File: src/rtl/stopwatch_bcd_core.sv
// Prescaled tick generator and MM:SS BCD stopwatch with start/stop/clear button control.
// Define STOPWATCH_LAP_EN to add the lap_n display-freeze input.
module stopwatch_bcd_core #(
  parameter int PRESC_W     = 24,
  parameter int SYNC_STAGES = 2
) (
  input  logic               clk,
  input  logic               rst_n,
  input  logic               ena,
  input  logic               start_stop,
  input  logic               clear,
`ifdef STOPWATCH_LAP_EN
  input  logic               lap_n,
`endif
  input  logic [PRESC_W-1:0] cmp_value,
  output logic               tick,
  output logic [3:0]         sec_ones,
  output logic [2:0]         sec_tens,
  output logic [3:0]         min_ones,
  output logic [2:0]         min_tens,
  output logic               running,
  output logic               digits_upd,
  output logic               rollover
);

  typedef enum logic [1:0] {
    ST_IDLE  = 2'd0,
    ST_RUN   = 2'd1,
    ST_PAUSE = 2'd2
  } state_t;

  state_t state_q, state_d;

  logic [PRESC_W-1:0]     presc_q, presc_d;
  logic [SYNC_STAGES-1:0] ss_sync_q, ss_sync_d;
  logic [SYNC_STAGES-1:0] clr_sync_q, clr_sync_d;
  logic                   ss_prev_q, ss_prev_d;
  // Packed count layout: {min_tens[2:0], min_ones[3:0], sec_tens[2:0], sec_ones[3:0]}
  logic [13:0]            cnt_q, cnt_d;
  logic [13:0]            disp_q, disp_d;
  logic                   tick_q, tick_d;
  logic                   roll_q, roll_d;
  logic                   upd_q, upd_d;
  logic                   run_q, run_d;

  logic ss_s;
  logic clr_s;
  logic ss_edge_s;
  logic tc_s;
  logic wrap_s;

`ifdef STOPWATCH_LAP_EN
  // Holds the inverted lap_n so that the cleared state means "lap released".
  logic [SYNC_STAGES-1:0] lap_sync_q, lap_sync_d;
  logic                   lap_s;

  assign lap_s = lap_sync_q[SYNC_STAGES-1];
`endif

  assign ss_s      = ss_sync_q[SYNC_STAGES-1];
  assign clr_s     = clr_sync_q[SYNC_STAGES-1];
  assign ss_edge_s = ss_s & ~ss_prev_q;

  // Returns {wrap, next_count}; out-of-range digits fall back to zero instead of sticking.
  function automatic logic [14:0] count_inc(input logic [13:0] c);
    logic [3:0] so;
    logic [2:0] st;
    logic [3:0] mo;
    logic [2:0] mt;
    logic       wrap;
    so   = c[3:0];
    st   = c[6:4];
    mo   = c[10:7];
    mt   = c[13:11];
    wrap = 1'b0;
    if (so >= 4'd9) begin
      so = 4'd0;
      if (st >= 3'd5) begin
        st = 3'd0;
        if (mo >= 4'd9) begin
          mo = 4'd0;
          if (mt >= 3'd5) begin
            mt   = 3'd0;
            wrap = 1'b1;
          end else begin
            mt = mt + 3'd1;
          end
        end else begin
          mo = mo + 4'd1;
        end
      end else begin
        st = st + 3'd1;
      end
    end else begin
      so = so + 4'd1;
    end
    return {wrap, mt, mo, st, so};
  endfunction

  // Control FSM, prescaler, live count and synchroniser shifting.
  always_comb begin
    state_d    = state_q;
    presc_d    = presc_q;
    cnt_d      = cnt_q;
    ss_sync_d  = ss_sync_q;
    clr_sync_d = clr_sync_q;
    ss_prev_d  = ss_prev_q;
    tc_s       = 1'b0;
    wrap_s     = 1'b0;
`ifdef STOPWATCH_LAP_EN
    lap_sync_d = lap_sync_q;
`endif
    if (ena) begin
      ss_sync_d  = {ss_sync_q[SYNC_STAGES-2:0], start_stop};
      clr_sync_d = {clr_sync_q[SYNC_STAGES-2:0], clear};
      ss_prev_d  = ss_s;
`ifdef STOPWATCH_LAP_EN
      lap_sync_d = {lap_sync_q[SYNC_STAGES-2:0], ~lap_n};
`endif
      if (clr_s) begin
        state_d = ST_IDLE;
        presc_d = '0;
        cnt_d   = 14'd0;
      end else begin
        case (state_q)
          ST_IDLE: begin
            presc_d = '0;
            if (ss_edge_s) begin
              state_d = ST_RUN;
            end else begin
              state_d = ST_IDLE;
            end
          end
          ST_RUN: begin
            // >= so a lowered terminal count ticks at once rather than wrapping the counter.
            if (presc_q >= cmp_value) begin
              presc_d         = '0;
              tc_s            = 1'b1;
              {wrap_s, cnt_d} = count_inc(cnt_q);
            end else begin
              presc_d = presc_q + PRESC_W'(1);
            end
            if (ss_edge_s) begin
              state_d = ST_PAUSE;
            end else begin
              state_d = ST_RUN;
            end
          end
          ST_PAUSE: begin
            if (ss_edge_s) begin
              state_d = ST_RUN;
            end else begin
              state_d = ST_PAUSE;
            end
          end
          default: begin
            state_d = ST_IDLE;
            presc_d = '0;
            cnt_d   = 14'd0;
          end
        endcase
      end
    end else begin
      state_d = state_q;
      presc_d = presc_q;
      cnt_d   = cnt_q;
    end
  end

  // Display staging: digit outputs, change strobe and pulse outputs.
  always_comb begin
    disp_d = disp_q;
    upd_d  = 1'b0;
    tick_d = tc_s;
    roll_d = wrap_s;
    run_d  = (state_d == ST_RUN);
    if (ena) begin
`ifdef STOPWATCH_LAP_EN
      if (lap_s && !clr_s) begin
        disp_d = disp_q;
      end else begin
        disp_d = cnt_d;
      end
`else
      disp_d = cnt_d;
`endif
      upd_d = (disp_d != disp_q);
    end else begin
      disp_d = disp_q;
      upd_d  = 1'b0;
    end
  end

  // State and output registers with synchronous active-low reset.
  always_ff @(posedge clk) begin
    if (!rst_n) begin
      state_q    <= ST_IDLE;
      presc_q    <= '0;
      ss_sync_q  <= '0;
      clr_sync_q <= '0;
      ss_prev_q  <= 1'b0;
      cnt_q      <= 14'd0;
      disp_q     <= 14'd0;
      tick_q     <= 1'b0;
      roll_q     <= 1'b0;
      upd_q      <= 1'b0;
      run_q      <= 1'b0;
`ifdef STOPWATCH_LAP_EN
      lap_sync_q <= '0;
`endif
    end else begin
      state_q    <= state_d;
      presc_q    <= presc_d;
      ss_sync_q  <= ss_sync_d;
      clr_sync_q <= clr_sync_d;
      ss_prev_q  <= ss_prev_d;
      cnt_q      <= cnt_d;
      disp_q     <= disp_d;
      tick_q     <= tick_d;
      roll_q     <= roll_d;
      upd_q      <= upd_d;
      run_q      <= run_d;
`ifdef STOPWATCH_LAP_EN
      lap_sync_q <= lap_sync_d;
`endif
    end
  end

  assign tick       = tick_q;
  assign rollover   = roll_q;
  assign digits_upd = upd_q;
  assign running    = run_q;
  assign sec_ones   = disp_q[3:0];
  assign sec_tens   = disp_q[6:4];
  assign min_ones   = disp_q[10:7];
  assign min_tens   = disp_q[13:11];

endmodule
File: config.mk
export PLATFORM = sky130hd
export DESIGN_NAME = stopwatch_bcd_core
export DESIGN_NICKNAME = d
export VERILOG_FILES = /design/src/rtl/stopwatch_bcd_core.sv
export SDC_FILE = /design/constraint.sdc
export NUM_CORES = 1
export LEC_CHECK = 0
export ABC_CLOCK_PERIOD_IN_PS = 6450
export CAP_MARGIN = 40
export CORE_ASPECT_RATIO = 0.5
export CORE_MARGIN = 2
export CORE_UTILIZATION = 45
export CTS_CLUSTER_SIZE = 28
export DETAILED_ROUTE_END_ITERATION = 10
export PLACE_DENSITY = 0.66
export SLEW_MARGIN = 20
export SYNTH_ARGS = -nofsm -noshare
export SYNTH_HDL_FRONTEND = slang
export SYNTH_SLANG_ARGS = --single-unit
File: constraint.sdc
create_clock -name clk -period 6.45 [get_ports clk]
set_input_delay 1.935 -clock clk [delete_from_list [all_inputs] [get_ports clk]]
set_output_delay 1.935 -clock clk [all_outputs]
set_load 0.03 [all_outputs]
==> impl_metrics.env, run 1 <==
export IMPL_drt_initial_drc_count=436
export IMPL_timing_reg2reg_setup_slack_ps=2940
export IMPL_route_vias_total=4483
export IMPL_worstSetupEndpointType="flop"
export IMPL_max_slew_worst_pin_slew_ps=863.9
export IMPL_grt_max_degree=37
export IMPL_syn_num_nets=665
export IMPL_clk_path_buf_depth=2
export IMPL_floorplan_die_area_mm2=0.01086
export IMPL_cts_hold_buffers=0
export IMPL_cellLeakagePower_nw=2.110
export IMPL_finish_net_count=703
export IMPL_cpLargestDelayFamily="simple AND/OR/NAND/NOR gates"
export IMPL_run_status="completed"
export IMPL_critical_path_arrival_ps=5350
export IMPL_finalWorstSetupSlack_ps=1290
export IMPL_multi_input_area_mm2=0.002987
export IMPL_layout_drive_gt1_share_pct=6.056
export IMPL_critical_path_depth=13
export IMPL_postRouteWirelength_um=12420
export IMPL_numPortBuffers=46
export IMPL_initial_utilization_pct=46.98
export IMPL_area_delta_synth_final_pct=19.12
export IMPL_cpPeakStageDelay_ps=520
export IMPL_path_clk_slew_ps=50
export IMPL_ys_seq_area_share_pct=28.05
export IMPL_cts_inserted_buffers=9
export IMPL_timing_max_cap_violations=0
export IMPL_rsz0062_at_grt="false"
export IMPL_clock_root_buffer="sky130_fd_sc_hd__clkbuf_16"
export IMPL_place_gp_congestion=0.9294
export IMPL_cts_sinks=63
export IMPL_drt_drc_violations_left=0
export IMPL_synth_async_sr_flop_share_pct=0
export IMPL_postSynth_topFlopCell="sky130_fd_sc_hd__dfxtp_1"
export IMPL_design_core_area_mm2=0.009572
export IMPL_filler_cell_count=930
export IMPL_wl_met2_um=5488
export IMPL_skew_ps=6.431
export IMPL_global_route_overflow_total=0
export IMPL_startpoint_type="input pin"
export IMPL_wl_met3_um=836
export IMPL_min_period_over_period_pct=79.99
export IMPL_worstHoldPathCells=1
export IMPL_timing_critical_path_cells="clkdlybuf4s50_1 > inv_1 > ha_1 > nand4_1 > nor4_4 > a22oi_1 > o211ai_2 > o21ai_1 > o211ai_1 > o41ai_1 > or4_1 > nor4_1 > a41oi_1"
export IMPL_clk_insertion_delay_late_ps=330
export IMPL_drt_vias_per_instance=5.755
export IMPL_max_slew_margin_pct=42.02
export IMPL_drv_slew=0
export IMPL_die_h_um=74.69
export IMPL_postCtsSetupRepairBufs=0
export IMPL_grt_pass1_vias=4108
export IMPL_n_antenna_cell=0
export IMPL_hpwlAfterDp_um=9018
export IMPL_critPathMaxFanout=11
export IMPL_grt_antenna_before_repair=0
export IMPL_p_total_mw=0.9806
export IMPL_pin_count=47
export IMPL_cts_resized=0
export IMPL_placement_rows=25
export IMPL_powerDensity_mw_per_mm2=183.1
export IMPL_timing_critical_path_slowest_stage_cell="sky130_fd_sc_hd__or4_1"
export IMPL_critPathBufInv=2
export IMPL_drt_pass1_iter_count=5
export IMPL_synthDistinctLibCells=74
export IMPL_ff_latch_area_mm2=0.001261
export IMPL_top_layer="met4"
export IMPL_globalRouteTotalUtil_pct=24.00
export IMPL_post_synth_edffs=0
export IMPL_final_hold_viol_count=0
export IMPL_crit_required_ps=6640
export IMPL_timing_setup_critical_path_class="in2reg"
export IMPL_grt_first_pass_wirelength_um=20690
export IMPL_yosysWarnings=0
export IMPL_synth_seq_cells=63
export IMPL_totalNegativeSetupSlack_ps=0
export IMPL_finalWorstPathRequiredPeriod_ps=5160
export IMPL_syn_avg_cell_area_um2=7.482
export IMPL_cts_tree="done"
export IMPL_clock_tree_htree_level_count=3
export IMPL_max_freq_ghz=0.1938
export IMPL_place_ws_ps=975.2
export IMPL_route_antenna_remaining_nets=0
export IMPL_ff2ff_path_depth=9
export IMPL_mappedNetlistArea_mm2=0.004497
export IMPL_ir_drop_mv=0.1409
export IMPL_die_width_um=145.4
export IMPL_drt_met1_wl_um=5946
export IMPL_postSynthCellCount=601
export IMPL_min_delay_path_class="reg2reg"
export IMPL_report_final_setup_viol=0
export IMPL_avgRoutedWirePerCell_um=15.94
Yosys cell counts, types with 11 or more instances:
cell type / n / area (um2)
sky130_fd_sc_hd__a21oi_1: 42 / 210.2
sky130_fd_sc_hd__and3_1: 15 / 93.84
sky130_fd_sc_hd__clkbuf_1: 19 / 71.32
sky130_fd_sc_hd__dfxtp_1: 63 / 1261
sky130_fd_sc_hd__ha_1: 35 / 437.9
sky130_fd_sc_hd__inv_1: 36 / 135.1
sky130_fd_sc_hd__nand2_1: 62 / 232.7
sky130_fd_sc_hd__nand2b_1: 11 / 68.82
sky130_fd_sc_hd__nand3_1: 25 / 125.1
sky130_fd_sc_hd__nor2_1: 75 / 281.5
sky130_fd_sc_hd__nor2b_1: 12 / 75.07
sky130_fd_sc_hd__nor3_1: 13 / 65.06
sky130_fd_sc_hd__o21ai_0: 52 / 260.3
per-stage QoR:
step                hold WS [ps]  area [um2]  utilization, %  instances
floorplan                  437.3        4497               -        601
global placement           465.1        5065           52.92        763
detailed placement         468.2        5065           52.92        763
CTS                        476.2        5356           55.96        779
global route               489.1        5356           55.96        779
finish                     472.1        5356           55.96        779
kinds of logic after synthesis:
family / count (synthesis) / share of synthesized area, %
AOI/OAI and AO/OA: 172 / 25.38
xor gates and xnor gates: 11 / 2.142
adders and majority gates: 35 / 9.738
buffers and inverters: 63 / 5.537
DFF: 63 / 28.05
muxes: 11 / 2.560
and+or+nand+nor: 246 / 26.60
routing by layer:
layer  track usage [%]  vias up
li1                  -     2240
met1             31.63     2071
met2             40.13      157
met3             6.061       15
met4             6.754        0
met5                 0        -
cell usage in the layout (no fill, tap or decap), types with 3 or more instances in the layout:
cell type	Yosys	final
sky130_fd_sc_hd__and2_1	4	4
sky130_fd_sc_hd__buf_4	0	6
sky130_fd_sc_hd__dfxtp_1	63	63
sky130_fd_sc_hd__o21ai_0	52	52
sky130_fd_sc_hd__mux2i_1	10	10
sky130_fd_sc_hd__o31ai_1	3	3
sky130_fd_sc_hd__a31oi_1	8	8
sky130_fd_sc_hd__nor3_1	13	13
sky130_fd_sc_hd__o211ai_1	7	7
sky130_fd_sc_hd__o22ai_1	4	4
sky130_fd_sc_hd__inv_1	36	36
sky130_fd_sc_hd__ha_1	35	35
sky130_fd_sc_hd__clkbuf_16	0	9
sky130_fd_sc_hd__a21o_1	4	4
sky130_fd_sc_hd__nand3_1	25	25
sky130_fd_sc_hd__clkdlybuf4s50_1	0	46
sky130_fd_sc_hd__a21oi_1	42	42
sky130_fd_sc_hd__o21ai_1	4	4
sky130_fd_sc_hd__nand4_1	5	5
sky130_fd_sc_hd__a221oi_1	4	4
sky130_fd_sc_hd__and3_1	15	15
sky130_fd_sc_hd__clkinv_2	0	3
sky130_fd_sc_hd__xnor2_1	5	5
sky130_fd_sc_hd__nor2b_1	12	12
sky130_fd_sc_hd__xor2_1	6	6
sky130_fd_sc_hd__o21a_1	5	5
sky130_fd_sc_hd__nand2_1	62	62
sky130_fd_sc_hd__a211oi_1	3	3
sky130_fd_sc_hd__nor2_1	75	75
sky130_fd_sc_hd__nor4_1	7	7
sky130_fd_sc_hd__nand2b_1	11	11
sky130_fd_sc_hd__a22oi_1	3	3
final timing paths:
kind | from | end
setup / recovery | cmp_value[19] | digits_upd$_SDFF_PN0_
setup reg to reg | clr_sync_q[1]$_SDFFE_PN0P_ | digits_upd$_SDFF_PN0_
hold reg to reg | presc_q[23]$_SDFFE_PN0P_ | presc_q[23]$_SDFFE_PN0P_
hold / removal | presc_q[23]$_SDFFE_PN0P_ | presc_q[23]$_SDFFE_PN0P_
flip-flops by register name, summed over array words and instances (netlist names):
signal / count
clr_sync_q: 2
tick: 1
cnt_q: 14
ss_prev_q: 1
ss_sync_q: 2
running: 1
digits_upd: 1
rollover: 1
disp_q: 14
presc_q: 24
state_q: 2
report_power, final:
| group | switching, mW | internal [mW] | total [mW] |
|---|---|---|---|
| Combinational | 0.0580 | 0.0435 | 0.101 |
| Sequential | 0.00796 | 0.395 | 0.403 |
| Clock | 0.169 | 0.307 | 0.476 |
| Total | 0.235 | 0.746 | 0.981 |
cell type report:
type                    instances  share of cell area (%)
flip-flops and latches         63                   23.55
well taps                     135                   3.153
clock inverters                 4                  0.8409
repair buffers                 52                   9.437
multi-input cells             475                   55.76
clock buffers                  12                   4.602
inverters                      38                   2.663
Power figures use the tool's default switching activity.
==> run 2: changes to the inputs <==
- ABC_CLOCK_PERIOD_IN_PS: 6450 -> 4200
- PLACE_DENSITY: 0.66 -> 0.68
- clock period: 6.45 -> 4.2 ns (I/O delays scaled with it)
==> run 2 against run 1 <==
Compared with the run above: utilization grew 7.9 points; setup slack got worse by 1200 ps; register-to-register slack worse by 2000 ps; non-clock buffer count up 57; sequential share of layout area down 2.9 points; first-iteration DRC count down 24%; design area up 14%; wire length rose by 13%; combinational power increased by 86%.
==> impl_metrics.env, run 2 (same netlist as run 1, synthesis figures left out) <==
export IMPL_global_route_overflow_total=0
export IMPL_skew_ps=4.289
export IMPL_final_hold_viol_count=0
export IMPL_most_common_layout_cells="sky130_fd_sc_hd__nor2_1 (75), sky130_fd_sc_hd__dfxtp_1 (63), sky130_fd_sc_hd__nand2_1 (60)"
export IMPL_drt_initial_drc_count=332
export IMPL_max_freq_ghz=0.2439
export IMPL_pin_count=47
export IMPL_place_gp_congestion=0.9752
export IMPL_grt_first_pass_wirelength_um=22270
export IMPL_numPortBuffers=46
export IMPL_max_slew_worst_pin_slew_ps=879.9
export IMPL_stdcell_count=836
export IMPL_placed_cell_area_mm2=0.005425
export IMPL_drv_slew=0
export IMPL_max_slew_margin_pct=41.34
export IMPL_report_final_setup_viol=0
export IMPL_hpwlAfterDp_um=9904
export IMPL_cts_hold_buffers=0
export IMPL_largest_reg_flops=24
export IMPL_totalNegativeSetupSlack_ps=0
export IMPL_placement_rows=25
export IMPL_cellLeakagePower_nw=2.459
export IMPL_crit_required_ps=4400
export IMPL_route_antenna_remaining_nets=0
export IMPL_grt_antenna_before_repair=0
export IMPL_reg_top3="presc_q x24, cnt_q x14, disp_q x14"
export IMPL_floorplan_die_area_mm2=0.01086
export IMPL_design_core_area_mm2=0.009572
export IMPL_path_clk_slew_ps=50
export IMPL_route_vias_total=4843
export IMPL_finish_net_count=760
export IMPL_startpoint_type="input pin"
export IMPL_timing_max_cap_violations=0
export IMPL_clk_path_buf_depth=2
export IMPL_cts_tree="done"
export IMPL_run_status="completed"
export IMPL_clk_insertion_delay_late_ps=330
export IMPL_place_inst=811
export IMPL_drt_drc_violations_left=0
export IMPL_grt_pass1_vias=4418
export IMPL_timing_setup_critical_path_class="in2reg"
export IMPL_area_delta_synth_final_pct=35.87
export IMPL_die_width_um=145.4
export IMPL_leading_cell_type_in_the_layout_fill_and_taps_excluded="sky130_fd_sc_hd__nor2_1"
export IMPL_powerDensity_mw_per_mm2=240.0
export IMPL_min_period_over_period_pct=97.61
export IMPL_n_antenna_cell=0
export IMPL_clock_tree_htree_level_count=3
export IMPL_critical_path_arrival_ps=4300
export IMPL_ir_drop_mv=0.1828
export IMPL_clock_root_buffer="sky130_fd_sc_hd__clkbuf_16"
export IMPL_worstSetupEndpointType="flop"
export IMPL_top_register="presc_q"
export IMPL_drt_pass1_iter_count=5
export IMPL_critPathMaxFanout=5
export IMPL_final_hold_worst_slack_ps=483.2
export IMPL_postRouteWirelength_um=13980
export IMPL_drt_vias_per_instance=5.793
export IMPL_layout_drive_gt1_share_pct=19.97
export IMPL_min_delay_path_class="reg2reg"
export IMPL_die_h_um=74.69
export IMPL_initial_utilization_pct=46.98
export IMPL_cts_sinks=63
export IMPL_grt_max_degree=37
export IMPL_globalRouteTotalUtil_pct=25.78
export IMPL_avgRoutedWirePerCell_um=16.72
export IMPL_cts_inserted_buffers=9
export IMPL_finalWorstPathRequiredPeriod_ps=4100
export IMPL_finish_instance_area_mm2=0.006110
## run 2: cell count changes in the layout (fill, tap and decap cells not counted), sizes merged
cell,before,now
clkdlybuf4s50,46,37
bufinv,1,0
clkinvlp,0,1
buf,6,63
dlymetal6s2s,0,9
## run 2: per-layer routing
layer / vias to the layer above / part of all wire (%) / global-route usage (%)
met5: - / 0 / 0
met4: 0 / 1.2 / 7.625
met3: 23 / 6.3 / 5.333
met2: 166 / 45 / 42.55
met1: 2295 / 47 / 34.95
li1: 2359 / - / -
## run 2: worst paths after layout
check	start	cells after the start	slack (ps)	end
min reg2reg	ss_prev_q$_SDFFE_PN0P_	2	480	ss_prev_q$_SDFFE_PN0P_
max reg2reg	state_q[0]$_SDFF_PN0_	8	960	digits_upd$_SDFF_PN0_
min	ss_prev_q$_SDFFE_PN0P_	2	480	ss_prev_q$_SDFFE_PN0P_
max	cmp_value[5]	15	100	digits_upd$_SDFF_PN0_
## run 2: area by class of cell
type / instances / area, um2
timing repair buffer: 109 / 979.7
clock inverter: 4 / 22.52
fill: 859 / 3462
clock buffer: 12 / 236.5
tap: 135 / 168.9
multi-input combinational: 475 / 3298
sequential: 63 / 1261
inverter: 38 / 142.6
## run 2: critical path, cell delays in order
cell and delay [ps]:
sky130_fd_sc_hd__clkdlybuf4s50_1 450, sky130_fd_sc_hd__inv_1 60, sky130_fd_sc_hd__ha_4 270, sky130_fd_sc_hd__and4_4 220, sky130_fd_sc_hd__buf_4 110, sky130_fd_sc_hd__o2111ai_4 130, sky130_fd_sc_hd__a31oi_4 240, sky130_fd_sc_hd__buf_6 150
sky130_fd_sc_hd__buf_6 90, sky130_fd_sc_hd__o21ai_4 70, sky130_fd_sc_hd__a21oi_2 200, sky130_fd_sc_hd__o211ai_1 100, sky130_fd_sc_hd__or4_1 540, sky130_fd_sc_hd__nor4_2 240, sky130_fd_sc_hd__a41oi_1 150
## run 2: timing repair
item,in CTS,in global routing
endpoints found under the setup margin,1,3
resized for setup,9,58
pin swaps,6,30
buffers inserted,1,8
## run 2: power breakdown
| group | switching (mW) | internal, mW |
|---|---|---|
| Sequential | 0.0111 | 0.607 |
| Combinational | 0.104 | 0.0842 |
| Clock | 0.265 | 0.396 |
## run 2: through the flow
stage	power, mW	utilization (%)	setup slack (ps)
2_1_floorplan	0.7193	-	322.9
3_3_place_gp	0.7970	56.60	-343.6
3_5_place_dp	0.7995	56.68	-396.9
4_1_cts	1.458	59.75	0.1714
5_1_grt	1.522	63.83	-11.68
6_report	1.467	63.83	100.2
==> run 3: changes to the inputs <==
- REMOVE_ABC_BUFFERS: not set -> 1
==> run 3 against run 2 <==
Compared with the run above: via count down 0.50%; largest cell class unchanged; combinational power about the same; maximum frequency up 0.38%; sequential power about the same; non-clock buffer count down 6.
==> impl_metrics.env, run 3 (same netlist as run 1, synthesis figures left out) <==
export IMPL_run_status="completed"
export IMPL_clk_path_buf_depth=2
export IMPL_pin_count=47
export IMPL_placement_rows=25
export IMPL_cts_hold_buffers=0
export IMPL_grt_max_degree=36
export IMPL_critical_path_arrival_ps=4290
export IMPL_cellLeakagePower_nw=2.446
export IMPL_filler_cell_count=852
export IMPL_timing_critical_path_slowest_stage_cell="sky130_fd_sc_hd__clkdlybuf4s50_1"
export IMPL_max_slew_margin_pct=39.07
export IMPL_min_period_over_period_pct=97.24
export IMPL_grt_first_pass_wirelength_um=22650
export IMPL_leading_cell_type_in_the_layout_fill_and_taps_excluded="sky130_fd_sc_hd__nor2_1"
export IMPL_postRouteWirelength_um=14060
export IMPL_area_delta_synth_final_pct=35.53
export IMPL_cpPeakStageDelay_ps=470
export IMPL_globalRouteTotalUtil_pct=26.30
export IMPL_finalWorstSetupSlack_ps=115.8
export IMPL_numPortBuffers=46
export IMPL_place_inst=808
export IMPL_grt_pass1_vias=4407
export IMPL_drt_pass1_iter_count=7
export IMPL_critPathBufInv=5
export IMPL_multi_input_area_mm2=0.003258
export IMPL_timing_max_cap_violations=0
export IMPL_max_slew_worst_pin_slew_ps=910.5
export IMPL_place_ws_ps=-536.2
export IMPL_drt_drc_violations_left=0
export IMPL_avgRoutedWirePerCell_um=16.94
export IMPL_worstSetupEndpointType="flop"
export IMPL_drt_initial_drc_count=276
export IMPL_cpLargestDelayFamily="buffers and inverters"
export IMPL_reg_top3="presc_q x24, cnt_q x14, disp_q x14"
export IMPL_initial_utilization_pct=46.98
export IMPL_stdcell_count=830
export IMPL_critPathMaxFanout=7
export IMPL_cts_sinks=63
export IMPL_top_register="presc_q"
export IMPL_drt_met1_wl_um=6762
export IMPL_layout_drive_gt1_share_pct=18.13
export IMPL_finish_net_count=754
export IMPL_global_route_overflow_total=0
export IMPL_die_h_um=74.69
export IMPL_cts_tree="done"
export IMPL_ff_latch_area_mm2=0.001261
export IMPL_clock_tree_htree_level_count=3
export IMPL_skew_ps=3.704
export IMPL_route_vias_total=4819
export IMPL_timing_setup_critical_path_class="in2reg"
export IMPL_drv_slew=0
export IMPL_floorplan_die_area_mm2=0.01086
export IMPL_timing_critical_path_cells="clkdlybuf4s50_1 > inv_2 > ha_4 > nand2_2 > nor4_4 > nand2_2 > a31oi_4 > buf_6 > nor2_4 > buf_6 > o41ai_4 > buf_4 > mux2i_2 > a21oi_1 > nor4bb_4 > a41oi_1"
export IMPL_ir_drop_mv=0.1956
export IMPL_path_clk_slew_ps=50
export IMPL_hpwlAfterDp_um=10030
export IMPL_finalWorstPathRequiredPeriod_ps=4084
export IMPL_totalNegativeSetupSlack_ps=0
export IMPL_wl_met2_um=6203
export IMPL_place_gp_congestion=0.9977
export IMPL_crit_required_ps=4410
export IMPL_design_core_area_mm2=0.009572
export IMPL_grt_antenna_before_repair=0
export IMPL_top_layer="met4"
export IMPL_max_freq_ghz=0.2448
export IMPL_drt_vias_per_instance=5.806
export IMPL_most_common_layout_cells="sky130_fd_sc_hd__nor2_1 (75), sky130_fd_sc_hd__dfxtp_1 (63), sky130_fd_sc_hd__nand2_1 (60)"
export IMPL_startpoint_type="input pin"
export IMPL_n_antenna_cell=0
export IMPL_powerDensity_mw_per_mm2=269.7
export IMPL_clk_insertion_delay_late_ps=340
export IMPL_wl_met3_um=865
export IMPL_route_antenna_remaining_nets=0
export IMPL_largest_reg_flops=24
export IMPL_cts_inserted_buffers=9
export IMPL_die_width_um=145.4
export IMPL_clock_root_buffer="sky130_fd_sc_hd__clkbuf_16"
export IMPL_min_delay_path_class="reg2reg"
export IMPL_final_hold_viol_count=0
export IMPL_report_final_setup_viol=0
==> run 3: changes by cell type in the layout (fill, tap and decap cells not counted), moves of 3 or more <==
| cell | delta |
|---|---|
| sky130_fd_sc_hd__inv_1 | +3 |
| sky130_fd_sc_hd__inv_2 | -3 |
| sky130_fd_sc_hd__dlymetal6s2s_1 | -5 |
| sky130_fd_sc_hd__clkinv_2 | -3 |
| sky130_fd_sc_hd__buf_4 | -9 |
| sky130_fd_sc_hd__a21oi_1 | +3 |
| sky130_fd_sc_hd__a21oi_2 | -3 |
| sky130_fd_sc_hd__clkdlybuf4s50_1 | +5 |
==> run 3: tightest hold or removal path, stage by stage, from the launching register on <==
cell and delay (ps):
sky130_fd_sc_hd__dfxtp_1 310, sky130_fd_sc_hd__mux2i_1 60, sky130_fd_sc_hd__nor2_1 80
==> run 3: worst paths after layout <==
path	to	startpoint	slack, ps	depth (start not counted)
setup / recovery	digits_upd$_SDFF_PN0_	cmp_value[13]	120	16
hold / removal	ss_prev_q$_SDFFE_PN0P_	ss_prev_q$_SDFFE_PN0P_	490	2
setup reg to reg	digits_upd$_SDFF_PN0_	presc_q[19]$_SDFFE_PN0P_	990	14
hold reg to reg	ss_prev_q$_SDFFE_PN0P_	ss_prev_q$_SDFFE_PN0P_	490	2
==> run 3: area by class of cell <==
type | instances | area share (%)
clock buffer | 12 | 4.209
sequential | 63 | 20.69
inverter | 38 | 2.340
clock inverter | 4 | 1.273
timing repair buffer | 103 | 15.25
multi-input combinational | 475 | 53.46
tap | 135 | 2.772
==> run 3: where the power goes <==
group	internal, mW	switching [mW]	total [mW]
combinational	0.0845	0.101	0.186
clock	0.554	0.285	0.839
sequential	0.606	0.0124	0.619
==> run 3: metrics by stage <==
stage	area, um2	power (mW)	utilization (%)	hold WS [ps]
floorplan	4390	0.7099	-	437.3
finish	6095	1.644	63.67	487.7
global route	6095	1.696	63.67	523.0
detailed placement	5415	0.7979	56.58	462.1
CTS	5832	1.636	60.93	469.7
global placement	5415	0.7965	56.58	455.2
==> run 3: what timing repair did <==
item / in CTS / in global routing
buffers inserted: 2 / 3
cloned: 0 / 0
pin swaps: 7 / 20
resized for setup: 14 / 40
setup endpoints to repair: 1 / 2
==> run 3: layer usage <==
layer	vias to the layer above	track usage, %
met2	158	43.34
met3	23	6.242
met5	-	0
met4	0	8.061
met1	2287	35.14
li1	2351	-
